$ cat src/rtl/control_unit.sv
// control_unit: multi-cycle fetch/decode/execute/write-back controller for the
// 16-bit datapath. It sits directly upstream of the register bank.
//
// Each instruction moves through FETCH -> DECODE -> EXEC -> WB. That is four
// cycles with zero-wait memory, plus one cycle for every FETCH wait cycle.
//
// Ports:
//   clock, reset   clock; asynchronous active-high reset
//   instr_req      instruction request (high in FETCH while reset is low)
//   instr_valid    instr_data is valid this cycle (ignored outside FETCH)
//   instr_data     fetched instruction
//   pc             current instruction address
//   a_zero         register bank output A equals zero (used by BEQZ)
//   sel_sa/sb/sc   register bank read A / read B / write addresses
//   hab_escrita    register bank write enable, one-cycle pulse in WB
//   alu_op         0=PASS_B 1=ADD 2=SUB 3=AND 4=OR
//   sel_imm        selects imm instead of the ALU result as the write value
//   imm            zero-extended IR[7:0]
//   halted         core stopped; only reset restarts it
//   illegal        sticky flag: an undefined opcode was decoded
//   fetch_timeout  (CU_WATCHDOG_EN only) FETCH waited TIMEOUT cycles without
//                  valid data; sticky until reset
//
// Optional feature macro: CU_WATCHDOG_EN (fetch watchdog).
module control_unit #(
  parameter int BITS_PALAVRA  = 16,
  parameter int END_REGISTROS = 2,
  parameter int PC_W          = 8,
  parameter int TIMEOUT       = 15
) (
  input  logic                     clock,
  input  logic                     reset,
  output logic                     instr_req,
  input  logic                     instr_valid,
  input  logic [BITS_PALAVRA-1:0]  instr_data,
  output logic [PC_W-1:0]          pc,
  input  logic                     a_zero,
  output logic [END_REGISTROS-1:0] sel_sa,
  output logic [END_REGISTROS-1:0] sel_sb,
  output logic [END_REGISTROS-1:0] sel_sc,
  output logic                     hab_escrita,
  output logic [2:0]               alu_op,
  output logic                     sel_imm,
  output logic [BITS_PALAVRA-1:0]  imm,
`ifdef CU_WATCHDOG_EN
  output logic                     fetch_timeout,
`endif
  output logic                     halted,
  output logic                     illegal
);

  typedef enum logic [2:0] {S_FETCH, S_DECODE, S_EXEC, S_WB, S_HALT} state_t;

  state_t                     state_q;
  logic [PC_W-1:0]            pc_q, next_pc_q, next_pc_d;
  logic [BITS_PALAVRA-1:0]    ir_q;
  logic [END_REGISTROS-1:0]   sel_sa_q, sel_sb_q, sel_sc_q;
  logic [2:0]                 alu_op_q;
  logic                       sel_imm_q, hab_escrita_q, halted_q, illegal_q;
  logic [BITS_PALAVRA-1:0]    imm_q;
  logic [3:0]                 op_ir, op_in;
  logic [PC_W-1:0]            target;

`ifdef CU_WATCHDOG_EN
  localparam int WD_W = $clog2(TIMEOUT + 1);
  logic [WD_W-1:0]            wd_q;
  logic                       fetch_timeout_q;
  assign fetch_timeout = fetch_timeout_q;
`endif

  assign op_ir  = ir_q[15:12];
  assign op_in  = instr_data[15:12];
  // Branch target: imm8 zero-extended or truncated to the PC width.
  assign target = PC_W'(ir_q[7:0]);

  // Resolved in EXEC; a_zero is only meaningful for BEQZ.
  always_comb begin
    next_pc_d = pc_q + 1'b1;
    if (op_ir == 4'h6 || (op_ir == 4'h7 && a_zero)) next_pc_d = target;
  end

  // Combinational so the request drops the instant reset rises.
  assign instr_req   = (state_q == S_FETCH) && !reset;
  assign pc          = pc_q;
  assign sel_sa      = sel_sa_q;
  assign sel_sb      = sel_sb_q;
  assign sel_sc      = sel_sc_q;
  assign alu_op      = alu_op_q;
  assign sel_imm     = sel_imm_q;
  assign imm         = imm_q;
  assign hab_escrita = hab_escrita_q;
  assign halted      = halted_q;
  assign illegal     = illegal_q;

  always_ff @(posedge clock or posedge reset) begin
    if (reset) begin
      state_q       <= S_FETCH;
      pc_q          <= '0;
      next_pc_q     <= '0;
      ir_q          <= '0;
      sel_sa_q      <= '0;
      sel_sb_q      <= '0;
      sel_sc_q      <= '0;
      alu_op_q      <= '0;
      sel_imm_q     <= 1'b0;
      imm_q         <= '0;
      hab_escrita_q <= 1'b0;
      halted_q      <= 1'b0;
      illegal_q     <= 1'b0;
`ifdef CU_WATCHDOG_EN
      wd_q            <= '0;
      fetch_timeout_q <= 1'b0;
`endif
    end else begin
      case (state_q)
        S_FETCH: begin
          if (instr_valid) begin
            // Decode fields are latched with the instruction, so they are
            // stable from DECODE through WB.
            ir_q      <= instr_data;
            sel_sa_q  <= END_REGISTROS'(instr_data[9:8]);
            sel_sb_q  <= END_REGISTROS'(instr_data[7:6]);
            sel_sc_q  <= END_REGISTROS'(instr_data[11:10]);
            imm_q     <= BITS_PALAVRA'(instr_data[7:0]);
            sel_imm_q <= (op_in == 4'h5);
            alu_op_q  <= (op_in >= 4'h1 && op_in <= 4'h4) ? op_in[2:0] : 3'd0;
            state_q   <= S_DECODE;
`ifdef CU_WATCHDOG_EN
            wd_q      <= '0;
          end else if (wd_q == WD_W'(TIMEOUT - 1)) begin
            wd_q            <= '0;
            fetch_timeout_q <= 1'b1;
            halted_q        <= 1'b1;
            state_q         <= S_HALT;
          end else begin
            wd_q <= wd_q + 1'b1;
`endif
          end
        end
        S_DECODE: begin
          if (op_ir >= 4'h8 && op_ir <= 4'hE) illegal_q <= 1'b1;
          state_q <= S_EXEC;
        end
        S_EXEC: begin
          if (op_ir == 4'hF) begin
            halted_q <= 1'b1;
            state_q  <= S_HALT;
          end else begin
            next_pc_q     <= next_pc_d;
            hab_escrita_q <= (op_ir >= 4'h1 && op_ir <= 4'h5);
            state_q       <= S_WB;
          end
        end
        S_WB: begin
          pc_q          <= next_pc_q;
          hab_escrita_q <= 1'b0;
          state_q       <= S_FETCH;
        end
        default: state_q <= S_HALT;
      endcase
    end
  end

endmodule

$ cat config.mk
export PLATFORM = sky130hd
export DESIGN_NAME = control_unit
export DESIGN_NICKNAME = d
export VERILOG_FILES = /design/src/rtl/control_unit.sv
export SDC_FILE = /design/constraint.sdc
export NUM_CORES = 1
export LEC_CHECK = 0
export ABC_AREA = 1
export CELL_PAD_IN_SITES_DETAIL_PLACEMENT = 0
export CELL_PAD_IN_SITES_GLOBAL_PLACEMENT = 1
export CORE_UTILIZATION = 39
export CTS_BUF_LIST = sky130_fd_sc_hd__clkbuf_4
export DETAILED_ROUTE_END_ITERATION = 16
export PLACE_DENSITY_LB_ADDON = 0.1
export SKIP_CTS_REPAIR_TIMING = 1
export SLEW_MARGIN = 20
export SYNTH_ARGS = -nofsm -noshare
export SYNTH_HDL_FRONTEND = slang
export SYNTH_SLANG_ARGS = --single-unit
$ cat constraint.sdc
create_clock -name clock -period 2.7 [get_ports clock]
set_input_delay 0.675 -clock clock [delete_from_list [all_inputs] [get_ports clock]]
set_output_delay 0.675 -clock clock [all_outputs]
set_load 0.01 [all_outputs]
# Yosys cells after proc, flatten, opt, wreduce, memory -nomap -nowiden
# Cells that the tools add are included.
[word_totals] ff_bits=56 latch_bits=0 mem_bits_rw=0 rom_bits=0 output_inout_bits=38 wordCells=51 memories=0
[classes] addsub=1 mul=0 n_div=0 magnitude_cmp=6 eq_ne=9 shift=0 mux=7 n_bitwise=1 reduce_logical=14
[op_table] op="4-bit by 3-bit equality test with 1-bit output, second input constant" count=3
[op_table] op="3-bit one-hot mux with 4 select lines" count=1
[op_table] op="2-bit AND reduction" count=5
[op_table] op="3-bit 2-to-1 mux" count=3
[op_table] op="8-bit by 1-bit adder with 8-bit output, second input constant" count=1
[op_table] op="4-bit by 1-bit greater-or-equal comparator with 1-bit output, second input constant" count=2
[op_table] op="4-bit by 3-bit less-or-equal comparator with 1-bit output, second input constant" count=2
[op_table] op="8-bit 2-to-1 mux" count=1
[op_table] op="3-bit by 2-bit equality test with 1-bit output, second input constant" count=2
[op_table] op="1-bit logical AND" count=5
[op_table] op="4-bit equality test, second input constant" count=1
[op_table] op="4-bit greater-or-equal comparator, second input constant" count=1
[op_table] op="4-bit less-or-equal comparator, second input constant" count=1
[op_table] op="2-bit != test, second input constant" count=2
[op_table] op="3-bit by 1-bit equality test with 1-bit output, second input constant" count=1
[op_table] op="3-bit zero test" count=1
[op_table] op="1-bit one-hot mux with 2 select lines" count=1
[op_table] op="2-bit nonzero test" count=1
[op_table] op="1-bit zero test" count=1
[op_table] op="1-bit logical OR" count=1
[op_table] op="1-bit 2-to-1 mux" count=1
[op_table] op="1-bit NOT" count=1

# Longest topological paths before layout
# Gate-level depths: netlist of run 1.
[logic_depth] depth_word=4 mapped_depth=7 ltp_nobuf=7

# Worst setup path before layout of run 1
# OpenSTA, ideal clock, no wires.
[synth_timing] kind="flip-flop to output port" start="reg state_q[1]" end="out instr_req" t_arrival_ps=852 path_slack_ps=1173 path_stages_with_launch=4 path_cell_list="dfrtp_1 nor2_2 nand2_1 nor2_1"
[synth_between] elab_chain_cells=2
[synth_lines] item="start, declared" line_no="54" rtl="state_t state_q;"
[synth_lines] item="start signal, assigned" line_no="97" rtl="state_q <= S_FETCH;"
[synth_lines] item="start signal, assigned" line_no="127" rtl="state_q <= S_DECODE;"
[synth_lines] item="start signal, assigned" line_no="142" rtl="state_q <= S_EXEC;"
[synth_lines] item="3-bit zero test" line_no="83" rtl="assign instr_req = (state_q == S_FETCH) && !reset;"
[synth_lines] item="1-bit logical AND" line_no="83"
[synth_lines] item="end, declared" line_no="33" rtl="output logic instr_req,"
# Every way passes these cells.

# Final worst setup path of run 1
[layout_timing] start="in reset" end="out instr_req"
[layout_between] elab_chain_cells=2
[layout_lines] item="start, declared" line_no="32" rtl="input logic reset,"
[layout_lines] item="1-bit zero test (no source line)"
[layout_lines] item="1-bit logical AND" line_no="83"
# Every way passes these cells.

==> results of run 1 <==
==> synth_stat cells (3+ instances only) <==
cell     instances
o21ai_0         19
nor2_1          14
buf_4           24
nand2_1         79
inv_1           27
nor2_4           3
a21oi_1          8
nand3_1         20
dfrtp_1         42
nand2_2          3
==> kinds of logic (layout without fill, tap and decap cells) <==
family | count (synthesis) | count (layout) | share of synthesized area
compound gates | 31 | 31 | 0.08295
xor+xnor | 1 | 1 | 0.004118
fa+ha+maj | 1 | 1 | 0.005881
buf+inv | 56 | 88 | 0.1459
flops | 42 | 42 | 0.4941
mux | 2 | 2 | 0.01059
other cells | 1 | 8 | 0.001763
simple gates | 124 | 124 | 0.2547
==> critical path: stages <==
cell	delay, ps
clkdlybuf4s50_1	420
nor2_1	110
clkdlybuf4s50_1	540
==> report_power, final <==
group / internal [W] / switching (W)
logic: 0.000683 / 0.000722
clock network: 0.000108 / 0.000197
registers: 0.000929 / 0.000235
total: 0.00172 / 0.00115
==> through the flow <==
| step | instances | hold slack [ps] | cell area [um2] | setup WS, ps | util |
|---|---|---|---|---|---|
| 6_report | 367 | 483.3 | 2599 | 284.7 | 0.5024 |
| 5_1_grt | 367 | 506.9 | 2599 | 126.4 | 0.5024 |
| 4_1_cts | 367 | 488.6 | 2599 | 245.4 | 0.5024 |
| 3_5_place_dp | 359 | 461.9 | 2545 | 278.2 | 0.4920 |
| 3_3_place_gp | 359 | 445.5 | 2545 | 299.9 | 0.4920 |
| 2_1_floorplan | 265 | 445.0 | 2153 | 1051 | - |
==> how the worst max path moves through the flow <==
stage / depth (start not counted) / startpoint / endpoint / slack (ps)
floorplan: 1 / reset / alu_op[0]$_DFFE_PP0P_ / 1050
global placement: 3 / reset / instr_req / 300
detailed placement: 3 / reset / instr_req / 280
CTS: 4 / state_q[1]$_DFFE_PP0P_ / instr_req / 250
global route: 4 / state_q[1]$_DFFE_PP0P_ / instr_req / 130
finish: 3 / reset / instr_req / 280
==> per-layer routing <==
metal | global-route usage | wire length [um] | vias up
li1 | - | - | 850
met1 | 0.2206 | 1979 | 726
met2 | 0.2419 | 1804 | 43
met3 | 0.05291 | 256 | 6
met4 | 0.06790 | 73 | 0
met5 | 0 | 0 | -
==> flip-flops by register name, summed over array words and instances, names as in the netlist <==
register     flops
ir_q            16
next_pc_q        8
pc               8
alu_op           3
state_q          3
hab_escrita      1
halted           1
illegal          1
sel_imm          1
==> placed cells by master (no fill, tap or decap) <==
cell type / instances
conb_1: 8
clkinv_2: 1
xor2_1: 1
inv_1: 27
o21bai_1: 1
clkdlybuf4s50_1: 49
o21ai_0: 19
clkinv_1: 1
nand3_2: 2
a21oi_1: 8
nand3b_1: 1
clkbuf_4: 6
nand4_1: 1
nor2_4: 3
buf_4: 2
inv_2: 2
nor2_2: 1
nand2_2: 3
a21oi_4: 1
mux2_2: 2
dfrtp_1: 42
o21ai_2: 2
ha_1: 1
nand2_1: 79
nand3_1: 20
nor2_1: 14
==> final cells by class <==
cell class | instances | area, um2
Tap cell | 70 | 87.58
Clock inverter | 2 | 8.758
Fill cell | 534 | 2574
Multi-Input combinational cell | 167 | 792.0
Inverter | 29 | 108.9
Clock buffer | 6 | 45.04
Sequential cell | 42 | 1051
Timing Repair Buffer | 51 | 505.5
==> impl_metrics.ini, run 1 <==
[outcome]
outcome = finished, final reports clean

[power]
p_leak_nw = 1.268
vdd_drop_max_uv = 459.4
total_power_w = 0.002874
power_density_nw_per_um2 = 1106

[timing]
setup-violations-final = 0
rsz0062_at_grt = false
tightest_slew_ps = 550.0
tns_ps = 0
finalHoldViolations = 0
min_period_over_period = 0.8946
min_period_ps = 2415
fin_worst_skew_ps = 9.970
timing.fmax_mhz = 414.0
maxSlewHeadroom = 0.6323
slew_viol_final = 0

[floorplanning]
core-area_um2 = 5172
io_pins = 58
fp.dieH_um = 75.85
fp.dieW_um = 75.85
rows = 26
die_area_um2 = 5753
initial_core_util = 0.4112

[grt]
antenna_found_initial = 0
grt_pass1_vias = 1478
grt_pass1_wl_um = 6782
grt_max_degree = 43
grt_overflow = 0
track_usage = 0.1636

[yosys]
synth_cells = 258
synth_edf_count = 0
synth_top_area_frac = 0.4941
synth_seq_cells = 42
synth_seq_area_share = 0.4941
yosysTopAreaCell = dfrtp_1
postSynth.asyncResetShare = 1.000
synthDistinctLibCells = 24
syn_area_um2 = 2127
yosysWarnings = 0
synth-main-ff-cell = dfrtp_1
avgSynthCellArea_um2 = 8.244
synth_top_cells_by_area = dfrtp_1 49%, nand2_1 14%, buf_4 8.5%

[setup_path]
r2r_start = state_q[2]$_DFFE_PP0P_
required_ps = 2030
endpoint_kind = output pin
arrival_ps = 1740
critPathLaunchType = input pin
critical_path_class = input pin to output pin
reg2reg_depth = 3
path_max_fanout = 2
r2r_end = pc[1]$_DFFE_PP0N_
r2r_setup_slack_ps = 1220

[finish]
antenna_cells_inserted = 0
fin_nets = 317
syn_to_final_growth_pct = 22.18
drive_gt1_frac = 0.08418

[detailed_routing]
vias = 1625
first_pass_iters = 4
drt_iter0_markers = 80
avgViaCountPerCell = 4.428
routed_wl_um = 4113
wire_per_inst_um = 11.21
antenna_left = 0
post-route-drc-count = 0

[clock_network]
numClockSinks = 42
clkTransAtPathRegs_ps = 110
h-tree-depth = 2
cts_tree = built
cts_buffer_depth = 2
clk_latency_ps = 350
cts_buffers = 5
clockRootBuffer = clkbuf_4

[place]
io_buffers = 49
place_congestion = 0.7160
dp_hpwl_um = 2975

[worst_hold_path]
hold_path_class = flop to flop
hold_path_end = halted$_DFFE_PP0P_
min-delay-start = halted$_DFFE_PP0P_
whs_path_depth = 2

[run]
drv_cap = 0
Power figures use the tool's default switching activity.
==> run 2, diff against run 1 <==
- ABC_CLOCK_PERIOD_IN_PS: unset -> 2700
- GPL_ROUTABILITY_DRIVEN: unset -> 0
==> results of run 2 <==
The final DEF is identical to that of run 1; final timing and power are the same.
==> run 3, diff against run 2 <==
- CAP_MARGIN: unset -> 20
==> results of run 3 <==
The final DEF is identical to that of run 1; final timing and power are the same.
